## src/rtl/traffic_arbiter.sv

```systemverilog
// rtl/traffic_arbiter.sv - two-way intersection light sequencer with pedestrian walk
// Six-state ring GA->YA->RA->GB->YB->RB, dwell timer, latched pedestrian requests.
module traffic_arbiter #(
  parameter int GREEN_MIN = 5,
  parameter int GREEN_MAX = 10,
  parameter int YELLOW_T  = 2,
  parameter int ALLRED_T  = 1
) (
  input  logic       clk,
  input  logic       Reset,
  input  logic       Ta,
  input  logic       Tb,
  input  logic       Pa,
  input  logic       Pb,
  output logic [1:0] La,
  output logic [1:0] Lb,
  output logic       Wa,
  output logic       Wb
);

  localparam int T_MAX0 = (GREEN_MAX > YELLOW_T) ? GREEN_MAX : YELLOW_T;
  localparam int T_MAX  = (T_MAX0 > ALLRED_T) ? T_MAX0 : ALLRED_T;
  localparam int TW     = (T_MAX > 1) ? $clog2(T_MAX) : 1;

  localparam logic [31:0] GMIN_M1 = 32'(GREEN_MIN - 1);
  localparam logic [31:0] GMAX_M1 = 32'(GREEN_MAX - 1);
  localparam logic [31:0] YEL_M1  = 32'(YELLOW_T - 1);
  localparam logic [31:0] AR_M1   = 32'(ALLRED_T - 1);
  localparam logic [31:0] GMIN    = 32'(GREEN_MIN);

  localparam logic [1:0] L_GREEN  = 2'd0;
  localparam logic [1:0] L_YELLOW = 2'd1;
  localparam logic [1:0] L_RED    = 2'd2;

  typedef enum logic [2:0] {
    S_GA = 3'd0,
    S_YA = 3'd1,
    S_RA = 3'd2,
    S_GB = 3'd3,
    S_YB = 3'd4,
    S_RB = 3'd5
  } state_t;

  state_t        state_q, state_d;
  logic [TW-1:0] tmr_q, tmr_d;
  logic          pa_pend_q, pa_pend_d;
  logic          pb_pend_q, pb_pend_d;
  logic          walk_a_q, walk_a_d;
  logic          walk_b_q, walk_b_d;

  logic [31:0]   tmr_w;
  logic          dem_a, dem_b;
  logic          enter_ga, enter_gb;
  logic          in_green;

  assign tmr_w = 32'(tmr_q);

  always_ff @(posedge clk or posedge Reset) begin
    if (Reset) begin
      state_q   <= S_GA;
      tmr_q     <= '0;
      pa_pend_q <= 1'b0;
      pb_pend_q <= 1'b0;
      walk_a_q  <= 1'b0;
      walk_b_q  <= 1'b0;
    end else begin
      state_q   <= state_d;
      tmr_q     <= tmr_d;
      pa_pend_q <= pa_pend_d;
      pb_pend_q <= pb_pend_d;
      walk_a_q  <= walk_a_d;
      walk_b_q  <= walk_b_d;
    end
  end

  always_comb begin
    state_d = state_q;
    dem_a   = Ta | pa_pend_q;
    dem_b   = Tb | pb_pend_q;

    case (state_q)
      S_GA: begin
        if ((tmr_w >= GMIN_M1) && dem_b && (!Ta || (tmr_w >= GMAX_M1))) state_d = S_YA;
      end
      S_YA: begin
        if (tmr_w == YEL_M1) state_d = S_RA;
      end
      S_RA: begin
        if (tmr_w == AR_M1) state_d = S_GB;
      end
      S_GB: begin
        if ((tmr_w >= GMIN_M1) && dem_a && (!Tb || (tmr_w >= GMAX_M1))) state_d = S_YB;
      end
      S_YB: begin
        if (tmr_w == YEL_M1) state_d = S_RB;
      end
      S_RB: begin
        if (tmr_w == AR_M1) state_d = S_GA;
      end
      default: state_d = S_GA;
    endcase

    enter_ga = (state_q == S_RB) && (state_d == S_GA);
    enter_gb = (state_q == S_RA) && (state_d == S_GB);
    in_green = (state_q == S_GA) || (state_q == S_GB);

    // Only greens can dwell long enough to need saturation; Y/R leave at their terminal count.
    if (state_d != state_q) begin
      tmr_d = '0;
    end else if (in_green && (tmr_w >= GMAX_M1)) begin
      tmr_d = tmr_q;
    end else begin
      tmr_d = tmr_q + 1'b1;
    end

    // A request arriving on the entry cycle is served now rather than carried over.
    pa_pend_d = (pa_pend_q | Pa) & ~enter_ga;
    pb_pend_d = (pb_pend_q | Pb) & ~enter_gb;
    walk_a_d  = enter_ga ? (pa_pend_q | Pa) : walk_a_q;
    walk_b_d  = enter_gb ? (pb_pend_q | Pb) : walk_b_q;
  end

  always_comb begin
    La = L_RED;
    Lb = L_RED;
    case (state_q)
      S_GA:    La = L_GREEN;
      S_YA:    La = L_YELLOW;
      S_GB:    Lb = L_GREEN;
      S_YB:    Lb = L_YELLOW;
      default: begin
        La = L_RED;
        Lb = L_RED;
      end
    endcase
    Wa = walk_a_q && (state_q == S_GA) && (tmr_w < GMIN);
    Wb = walk_b_q && (state_q == S_GB) && (tmr_w < GMIN);
  end

endmodule

```

## config.mk

```make
export PLATFORM = sky130hd
export DESIGN_NAME = traffic_arbiter
export DESIGN_NICKNAME = d
export VERILOG_FILES = /design/src/rtl/traffic_arbiter.sv
export SDC_FILE = /design/constraint.sdc
export NUM_CORES = 1
export LEC_CHECK = 0
export BUFFER_PORTS_ARGS = -buffer_cell sky130_fd_sc_hd__buf_2
export CORE_MARGIN = 5
export CORE_UTILIZATION = 54
export DETAILED_ROUTE_END_ITERATION = 7
export GPL_TIMING_DRIVEN = 0
export MAX_ROUTING_LAYER = met4
export PLACE_DENSITY = 0.77
export SLEW_MARGIN = 20
export SYNTH_ARGS = -nofsm -noshare
export SYNTH_HDL_FRONTEND = slang
export SYNTH_SLANG_ARGS = --single-unit
```

## constraint.sdc

```tcl
create_clock -name clk -period 1.9 [get_ports clk]
set_input_delay 0.095 -clock clk [delete_from_list [all_inputs] [get_ports clk]]
set_output_delay 0.095 -clock clk [all_outputs]
set_load 0.01 [all_outputs]
```

==> results.ini, run 1 <==
[run_status]
status = complete, no violations

[routing]
final_antenna_net_count = 0
num_vias = 714
wl_mm = 1.87
drtIter0Drc = 20
drt_pass1_iterations = 4
wl_per_cell_um = 15.7
vias_per_cell = 6.00
route.detailed.drc = 0

[synth]
synthTopCellsByArea = dfrtp_1, mux2i_1, a211oi_1, ha_1, nor2_1
avgSynthCellArea_um2 = 9.13
yosysMostFrequentCell = dfrtp_1
yosys_register_bits = 11
ys.flop_type = dfrtp_1
synth_edf_count = 0
ys_warn_count = 0
synthTopCellsByCount = dfrtp_1, nor2_1, inv_1
async_flop_share_pct = 100
synth_cell_types = 33
synth-seq-area-share_pct = 35.9
synthCells = 84
yosysTopAreaCell = dfrtp_1
synth_nets = 93
synth_top_area_share_pct = 35.9
syn_area_um2 = 767

[placement]
place_hpwl_mm = 1.34
place_ws_ps = -21.2
portBuffers = 11
gp_congestion = 0.847
dp.cells = 110

[pwr]
p_sw_share_pct = 46.5
pwr-share-seq_pct = 25.7
power.density_nw_per_um2 = 1730
intPower_uw = 898
pwr-share-comb_pct = 64.6
p_sw_uw = 782
p_leak_nw = 0.439
irDropWorstVdd_uv = 972
p_clk_share_pct = 9.7

[critical_path]
worstSetupEndpoint = tmr_q[1]
critPathLaunch = tmr_q[0]
crit_path_end_kind = flop
reg2reg_slack_ps = 50
arrival_ps = 2030
ff2ff_path_depth = 6
critPathKind = flop to flop
r2r-start = tmr_q[0]
start_kind = flop
crit_fanout = 4
cp.required_ps = 2080
worst_path_max_delay_cell = a221o_1
r2r_end = tmr_q[1]
worst_path_largest_cell_delay_ps = 450
crit_chain = inv_2, ha_2, nor3b_4, nand2_2, a221o_1, a211oi_2

[finish]
diodes = 0
drive_gt1_share_pct = 35.6
fillers = 93
final_cell_count_no_fill = 119
syn_to_final_growth_pct = 26.3
fin_nets = 114

[clock_tree]
cts-root-buf = clkbuf_4
cts_buffer_depth = 2
cts_tree = built
htree_levels = 1
clk_latency_ps = 260
cts.sinks = 11
clk_pin_slew_worst_paths_ps = 80
numCtsBuffers = 3

[sta]
maxSlewHeadroom_pct = 71.3
fmax_mhz = 541
drv_slew = 0
setup_slack_ps = 51.5
setup_viol_count_final = 0
fin_crit_sh_pct = 97.3
skew_ps = 2.36
min_period_ps = 1850
hold_viol_final = 0
tightest_slew_ps = 431

[grt]
grt.overflow.total = 0
grt_first_pass_wirelength_mm = 2.94
antenna_found_initial = 0
first_global_vias = 654
grt_use_total_pct = 19.1
grt_max_degree = 12

[floorplan]
die_w_um = 47.7
dieArea_um2 = 2270
fp.dieH_um = 47.7
num_rows = 13
initial_core_util_pct = 58.2
coreArea_um2 = 1320
io_pins = 12

[hold_path]
hold_path_depth = 3
hold_path_class = input pin to flop

[job]
drv_cap = 0

## layout make-up
cell class | count | area (um^2) | share of cell area (%)
plain buffers | 3 | 15.0 | 1.55
clock buffers | 3 | 22.5 | 2.33
clock inverters | 1 | 5.00 | 0.517
inverters | 8 | 30.0 | 3.10
multi-input cells | 62 | 507 | 52.3
flip-flops and latches | 11 | 275 | 28.4
well taps | 15 | 18.8 | 1.94
repair buffers | 16 | 95.1 | 9.82
## cell usage in the layout (no fill, tap or decap), drive strengths merged
| master | Yosys | final |
|---|---|---|
| o2bb2ai | 1 | 1 |
| a2bb2oi | 1 | 1 |
| nor4 | 1 | 1 |
| nand2 | 3 | 3 |
| a221o | 2 | 2 |
| nor3 | 1 | 1 |
| o221a | 1 | 1 |
| a221oi | 1 | 1 |
| mux2i | 4 | 4 |
| nor4b | 1 | 1 |
| buf | 2 | 17 |
| o21ai | 4 | 4 |
| and3 | 3 | 3 |
| o311ai | 1 | 1 |
| nor2 | 10 | 10 |
| nor2b | 3 | 3 |
| a21o | 1 | 1 |
| clkbuf | 1 | 4 |
| ha | 3 | 3 |
| o31ai | 2 | 2 |
| nor3b | 2 | 2 |
| or3b | 2 | 2 |
| dlygate4sd3 | 0 | 1 |
| nand3b | 1 | 1 |
| xor2 | 1 | 1 |
| and2 | 1 | 1 |
| inv | 8 | 8 |
| nand2b | 2 | 2 |
| xnor2 | 1 | 1 |
| a211oi | 5 | 5 |
| or2 | 1 | 1 |
| a21oi | 3 | 3 |
| clkinv | 0 | 1 |
| dfrtp | 11 | 11 |
## power groups by stage
| stage | clock network [mW] | registers (mW) | logic (mW) |
|---|---|---|---|
| 2_1_floorplan | 0 | 0.396 | 0.670 |
| 3_3_place_gp | 0 | 0.416 | 0.850 |
| 3_5_place_dp | 0 | 0.422 | 0.869 |
| 4_1_cts | 0.165 | 0.420 | 0.908 |
| 5_1_grt | 0.179 | 0.442 | 1.19 |
| 6_report | 0.162 | 0.432 | 1.09 |
## worst min path at each step
stage | startpoint | endpoint | slack, ps
after global routing | Pa | pa_pend_q | 90
after global placement | Reset | walk_b_q | 100
final | Pa | pa_pend_q | 60
after CTS | Pa | pa_pend_q | 50
after detailed placement | Reset | tmr_q[3] | 110
after floorplan | Reset | pa_pend_q | -50
## state kept, by name (all words and copies together) (netlist names)
signal and count:
walk_b_q 1, pa_pend_q 1, state_q 3, pb_pend_q 1, tmr_q 4, walk_a_q 1
## timing repair
| action | in CTS | in global routing |
|---|---|---|
| endpoints found under the setup margin | 5 | 7 |
| buffers inserted | 0 | 4 |
| pin swaps | 0 | 4 |
| hold endpoints to repair | 11 | 0 |
| hold buffers | 1 | 0 |
| resized for setup | 4 | 12 |
## cells by family after synthesis
logic type | share of synthesized area (%)
adder cells (fa/ha/maj) | 4.89
AO/OA/AOI/OAI | 22.2
XOR/XNOR | 2.28
buffers and inverters | 5.71
flip-flops | 35.9
multiplexers | 5.22
AND/OR/NAND/NOR | 23.8
## critical path, delay by kind of cell, from the launching register on
kind	cells	cell delay, ps
compound gates	2	690
simple gates	2	360
fa+ha+maj	1	200
flops	1	430
buf+inv	1	90
## through the flow
stage	hold slack [ps]	area, um^2	util (%)	setup TNS (ps)	power (mW)
floorplan	-52.6	767	-	0	1.07
global placement	102	841	63.8	0	1.27
detailed placement	108	841	63.8	-78.2	1.29
CTS	51.8	895	67.9	0	1.49
global route	90.9	968	73.5	-39.9	1.81
finish	59.1	968	73.5	0	1.68
## per-layer routing
layer	track usage (%)	wire, um
met1	24.4	790
met2	30.1	954
met3	2.26	73
met4	8.60	49
met5	-	0
No activity file was read; power rests on OpenSTA's default activity.
==> inputs of run 2 (changes only) <==
- CORE_MARGIN: 5 -> unset
==> run 2 against run 1 <==
Effect of this change:
- the flow now finishes with violations (negative setup slack)
- die area down 31%
- via count is 5.2% higher
- global-route usage increased by 11 points
- clock power is 4% higher
- total power increased by 1.7%
- sequential power about the same
- combinational power about the same
- clock skew is 1.6 ps higher
- utilization decreased by 0.85 points
- critical path type unchanged
- largest cell class unchanged
- largest power group unchanged
==> results.ini, run 2 (same netlist as run 1, synthesis figures left out) <==
[critical_path]
start_kind = flop
r2r_end = state_q[0]
reg2reg_slack_ps = -20
arrival_ps = 2060
critPathKind = flop to flop
crit_path_end_kind = flop
ff2ff_path_depth = 6
crit_fanout = 4
cp.required_ps = 2040
r2r-start = tmr_q[1]

[sta]
rsz0062_at_grt = true
maxSlewHeadroom_pct = 70.7
setup_viol_count_final = 1
setup_slack_ps = -18.0
min_period_ps = 1920
fmax_mhz = 521
drv_slew = 0
skew_ps = 4.01
tightest_slew_ps = 440
hold_viol_final = 0
fin_crit_sh_pct = 101

[floorplan]
dieArea_um2 = 1570
io_pins = 12
fp.dieH_um = 39.7
initial_core_util_pct = 58.2
die_w_um = 39.7
coreArea_um2 = 1320
num_rows = 13

[pwr]
p_clk_share_pct = 9.8
pwr-share-comb_pct = 64.8
p_sw_uw = 817
intPower_uw = 892
total_power_mw = 1.71
irDropWorstVdd_uv = 1010
p_sw_share_pct = 47.8
power.density_nw_per_um2 = 1790
p_leak_nw = 0.423
pwr-share-seq_pct = 25.4

[placement]
portBuffers = 11
dp.cells = 110
place_ws_ps = -50.3
place_hpwl_mm = 1.26
gp_congestion = 0.839

[grt]
first_global_vias = 615
antenna_found_initial = 0
grt.overflow.total = 0
grt_max_degree = 12
grt_first_pass_wirelength_mm = 2.90
grt_use_total_pct = 30.6

[routing]
wl_met1_um = 789
top_layer_used = met4
num_vias = 751
wl_met3_um = 102
route.detailed.drc = 0
wl_met2_um = 983
drt_pass1_iterations = 4
drtIter0Drc = 33
wl_mm = 1.98
final_antenna_net_count = 0
wl_per_cell_um = 17.0
vias_per_cell = 6.47

[job]
drv_cap = 0

[finish]
final_common_cell = buf_2
drive_gt1_share_pct = 33.7
largest_reg_flops = 4
final_cell_mix = buf_2, dfrtp_1, nor2_1, inv_1, a211oi_2
final_util_pct = 72.6
syn_to_final_growth_pct = 24.8
reg_top3 = tmr_q: 4 flops, state_q: 3 flops
ff_latch_area_um2 = 275
fillers = 102
final_cell_count_no_fill = 116
multi_input_area_um2 = 519
diodes = 0
regMostFlops = tmr_q
fin_nets = 111

[hold_path]
holdCritStartpoint = Pa
hold_path_class = input pin to flop
hold_path_depth = 3
min_to = pa_pend_q

[clock_tree]
clk_latency_ps = 280
htree_levels = 1
cts_tree = built
numCtsBuffers = 3
cts_buffer_depth = 2
cts.sinks = 11
clk_pin_slew_worst_paths_ps = 70
cts-root-buf = clkbuf_4

[run_status]
violations = negative setup slack
status = complete, but fails checks

## run 2: repair_timing
| item | 4_1_cts | 5_1_grt |
|---|---|---|
| hold endpoints to repair | 11 | 0 |
| endpoints found under the setup margin | 5 | 8 |
| setup buffers | 0 | 1 |
| gates resized for setup | 4 | 15 |
| hold buffers | 1 | 0 |
| pin swaps | 0 | 8 |
## run 2: power groups by stage
stage	combinational, mW	clock [mW]	sequential [mW]
after floorplan	0.670	0	0.396
after global placement	0.845	0	0.416
after detailed placement	0.862	0	0.422
after CTS	0.932	0.170	0.420
after global routing	1.21	0.185	0.443
final	1.11	0.168	0.434
## run 2: cell type report
type                            instances  area share, %
Multi-Input combinational cell         62           54.2
Sequential cell                        11           28.8
Timing Repair Buffer                   13           7.58
Inverter                                8           3.14
Clock buffer                            4           2.75
Tap cell                               15           1.96
Buffer                                  3           1.57
## run 2: worst max-delay path by stage
stage | from | to | slack [ps] | depth (start not counted)
floorplan | tmr_q[0] | walk_a_q | 190 | 6
global placement | tmr_q[0] | tmr_q[2] | 9 | 6
detailed placement | tmr_q[0] | tmr_q[3] | -50 | 6
CTS | tmr_q[0] | walk_a_q | -10 | 6
global route | tmr_q[1] | tmr_q[3] | -80 | 6
finish | tmr_q[1] | state_q[0] | -20 | 6
## run 2: worst max-delay path, stage by stage (launching register included)
cell and delay, ps:
dfrtp_1 410, inv_1 130, ha_4 170, or3b_1 420
mux2i_1 180, a221oi_1 310, o21ai_1 160
## run 2: stage by stage
stage	setup TNS, ps	cell area, um^2	hold WS (ps)
6_report	-18.0	957	36.5
5_1_grt	-318	957	48.0
4_1_cts	-12.5	896	41.1
3_5_place_dp	-57.1	841	113
3_3_place_gp	0	841	102
2_1_floorplan	0	767	-52.6
## run 2: metal layers
| layer | GRT usage, % | vias to the layer above |
|---|---|---|
| li1 | - | 341 |
| met1 | 36.8 | 360 |
| met2 | 43.0 | 39 |
| met3 | 7.39 | 11 |
| met4 | 24.1 | 0 |
| met5 | - | - |
==> inputs of run 3 (changes only) <==
- CORE_UTILIZATION: 54 -> 55
- CTS_BUF_LIST: unset -> sky130_fd_sc_hd__clkbuf_2
- PLACE_DENSITY: 0.77 -> 0.78
==> run 3 against run 2 <==
Effect of this change:
- the flow now finishes without violations
- register-to-register slack improved by 70 ps
- count of clock-buffer cells in the layout stayed put
- routed wire length shrank 1.3%
- via count decreased by 1.3%
- sequential power fell by 3%
- flip-flop and latch count stayed put
- fmax grew 3.8%
- combinational power about the same
- hold slack is essentially flat
- global-route usage shrank 1.1 points
- die area down 1.7%
- cell count rose by 1.7%
==> results.ini, run 3 (same netlist as run 1, synthesis figures left out) <==
[grt]
antenna_found_initial = 0
first_global_vias = 624
grt_use_total_pct = 29.5
grt.overflow.total = 0
grt_max_degree = 12
grt_first_pass_wirelength_mm = 2.88

[finish]
final_cell_mix = buf_2, dfrtp_1, nor2_1, inv_1, a211oi_2
reg_top3 = tmr_q: 4 flops, state_q: 3 flops
drive_gt1_share_pct = 35.0
final_common_cell = buf_2
final_cell_count_no_fill = 118
diodes = 0
largest_reg_flops = 4
syn_to_final_growth_pct = 24.0
regMostFlops = tmr_q
fin_nets = 113

[hold_path]
hold_path_class = input pin to flop
min_to = pa_pend_q
holdCritStartpoint = Pa
hold_path_depth = 3

[placement]
dp.cells = 110
gp_congestion = 0.852
place_hpwl_mm = 1.26
place_ws_ps = -39.4
portBuffers = 11

[clock_tree]
clk_pin_slew_worst_paths_ps = 130
cts_tree = built
cts_buffer_depth = 2
numCtsBuffers = 3
clk_latency_ps = 280
htree_levels = 1
cts.sinks = 11
cts-root-buf = clkbuf_2

[floorplan]
io_pins = 12
coreArea_um2 = 1300
die_w_um = 39.3
num_rows = 13
fp.dieH_um = 39.3
initial_core_util_pct = 58.9
dieArea_um2 = 1550

[routing]
wl_mm = 1.95
wl_per_cell_um = 16.5
vias_per_cell = 6.28
drtIter0Drc = 43
drt_pass1_iterations = 4
num_vias = 741
final_antenna_net_count = 0
route.detailed.drc = 0

[critical_path]
ff2ff_path_depth = 6
start_kind = flop
cp.required_ps = 2070
r2r-start = tmr_q[1]
arrival_ps = 2020
worst_path_max_delay_cell = a221o_1
crit_path_end_kind = flop
worst_path_largest_cell_delay_ps = 450
critPathKind = flop to flop
crit_chain = inv_2, ha_2, nor3b_4, nand2_2, a221o_1, a211oi_2
cp.buffers_inverters = 1
cp_top_family = compound AO/OA/AOI/OAI gates
reg2reg_slack_ps = 50
r2r_end = tmr_q[3]
crit_fanout = 4

[sta]
maxSlewHeadroom_pct = 62.8
fmax_mhz = 541
hold_viol_final = 0
fin_crit_sh_pct = 97.2
setup_slack_ps = 52.5
setup_viol_count_final = 0
drv_slew = 0
setup_tns_ps = 0
min_period_ps = 1850
tightest_slew_ps = 557
skew_ps = 24.6

[run_status]
status = complete, no violations

[pwr]
pwr-share-seq_pct = 25.5
power.density_nw_per_um2 = 1740
intPower_uw = 871
p_clk_share_pct = 8.5
p_sw_uw = 785
irDropWorstVdd_uv = 952
p_sw_share_pct = 47.4
pwr-share-comb_pct = 66.0
p_leak_nw = 0.425

[job]
drv_cap = 0

[run 3: tightest hold or removal path, delay by kind of cell]
kind	cells	cell delay, ps
simple gates	2	120
buf+inv	1	70
[run 3: metal layers]
| metal | wire length, um | global-route usage [%] |
|---|---|---|
| met2 | 1000 | 48.3 |
| met3 | 113 | 5.11 |
| met1 | 762 | 34.5 |
| met4 | 73 | 15.5 |
| met5 | 0 | - |
[run 3: repair_timing]
item,4_1_cts,5_1_grt
endpoints found under the setup margin,5,5
hold buffers,1,0
setup buffers,0,3
pin swaps,0,7
resized for setup,5,9
endpoints found under the hold margin,11,0
[run 3: area by class of cell]
class	count	area [um^2]
Multi-Input combinational cell	62	505
Fill cell	96	350
Sequential cell	11	275
Timing Repair Buffer	15	87.6
Inverter	8	30.0
Clock buffer	4	20.0
Tap cell	15	18.8
Buffer	3	13.8
[run 3: worst max-delay path by stage]
stage                           to     start  depth (start not counted)  slack (ps)
after floorplan           walk_a_q  tmr_q[0]                          6         190
after global placement    tmr_q[2]  tmr_q[0]                          6           8
after detailed placement  tmr_q[2]  tmr_q[0]                          6         -40
after CTS                 tmr_q[3]  tmr_q[0]                          6          10
after global routing      tmr_q[3]  tmr_q[0]                          6         -30
final                     tmr_q[3]  tmr_q[1]                          6          50
[run 3: stage by stage]
step | hold WS (ps) | cell area (um^2) | power [mW] | utilization [%]
3_3_place_gp | 102 | 841 | 1.26 | 64.6
5_1_grt | 27.4 | 951 | 1.77 | 73.1
3_5_place_dp | 107 | 841 | 1.29 | 64.6
4_1_cts | 41.7 | 892 | 1.48 | 68.6
6_report | 36.6 | 951 | 1.66 | 73.1
2_1_floorplan | -52.6 | 767 | 1.07 | -
[run 3: power groups by stage]
stage / Sequential (mW) / Combinational (mW) / Clock, mW
finish: 0.422 / 1.09 / 0.141
global route: 0.433 / 1.19 / 0.151
CTS: 0.418 / 0.922 / 0.141
detailed placement: 0.421 / 0.871 / 0
global placement: 0.416 / 0.840 / 0
floorplan: 0.396 / 0.670 / 0
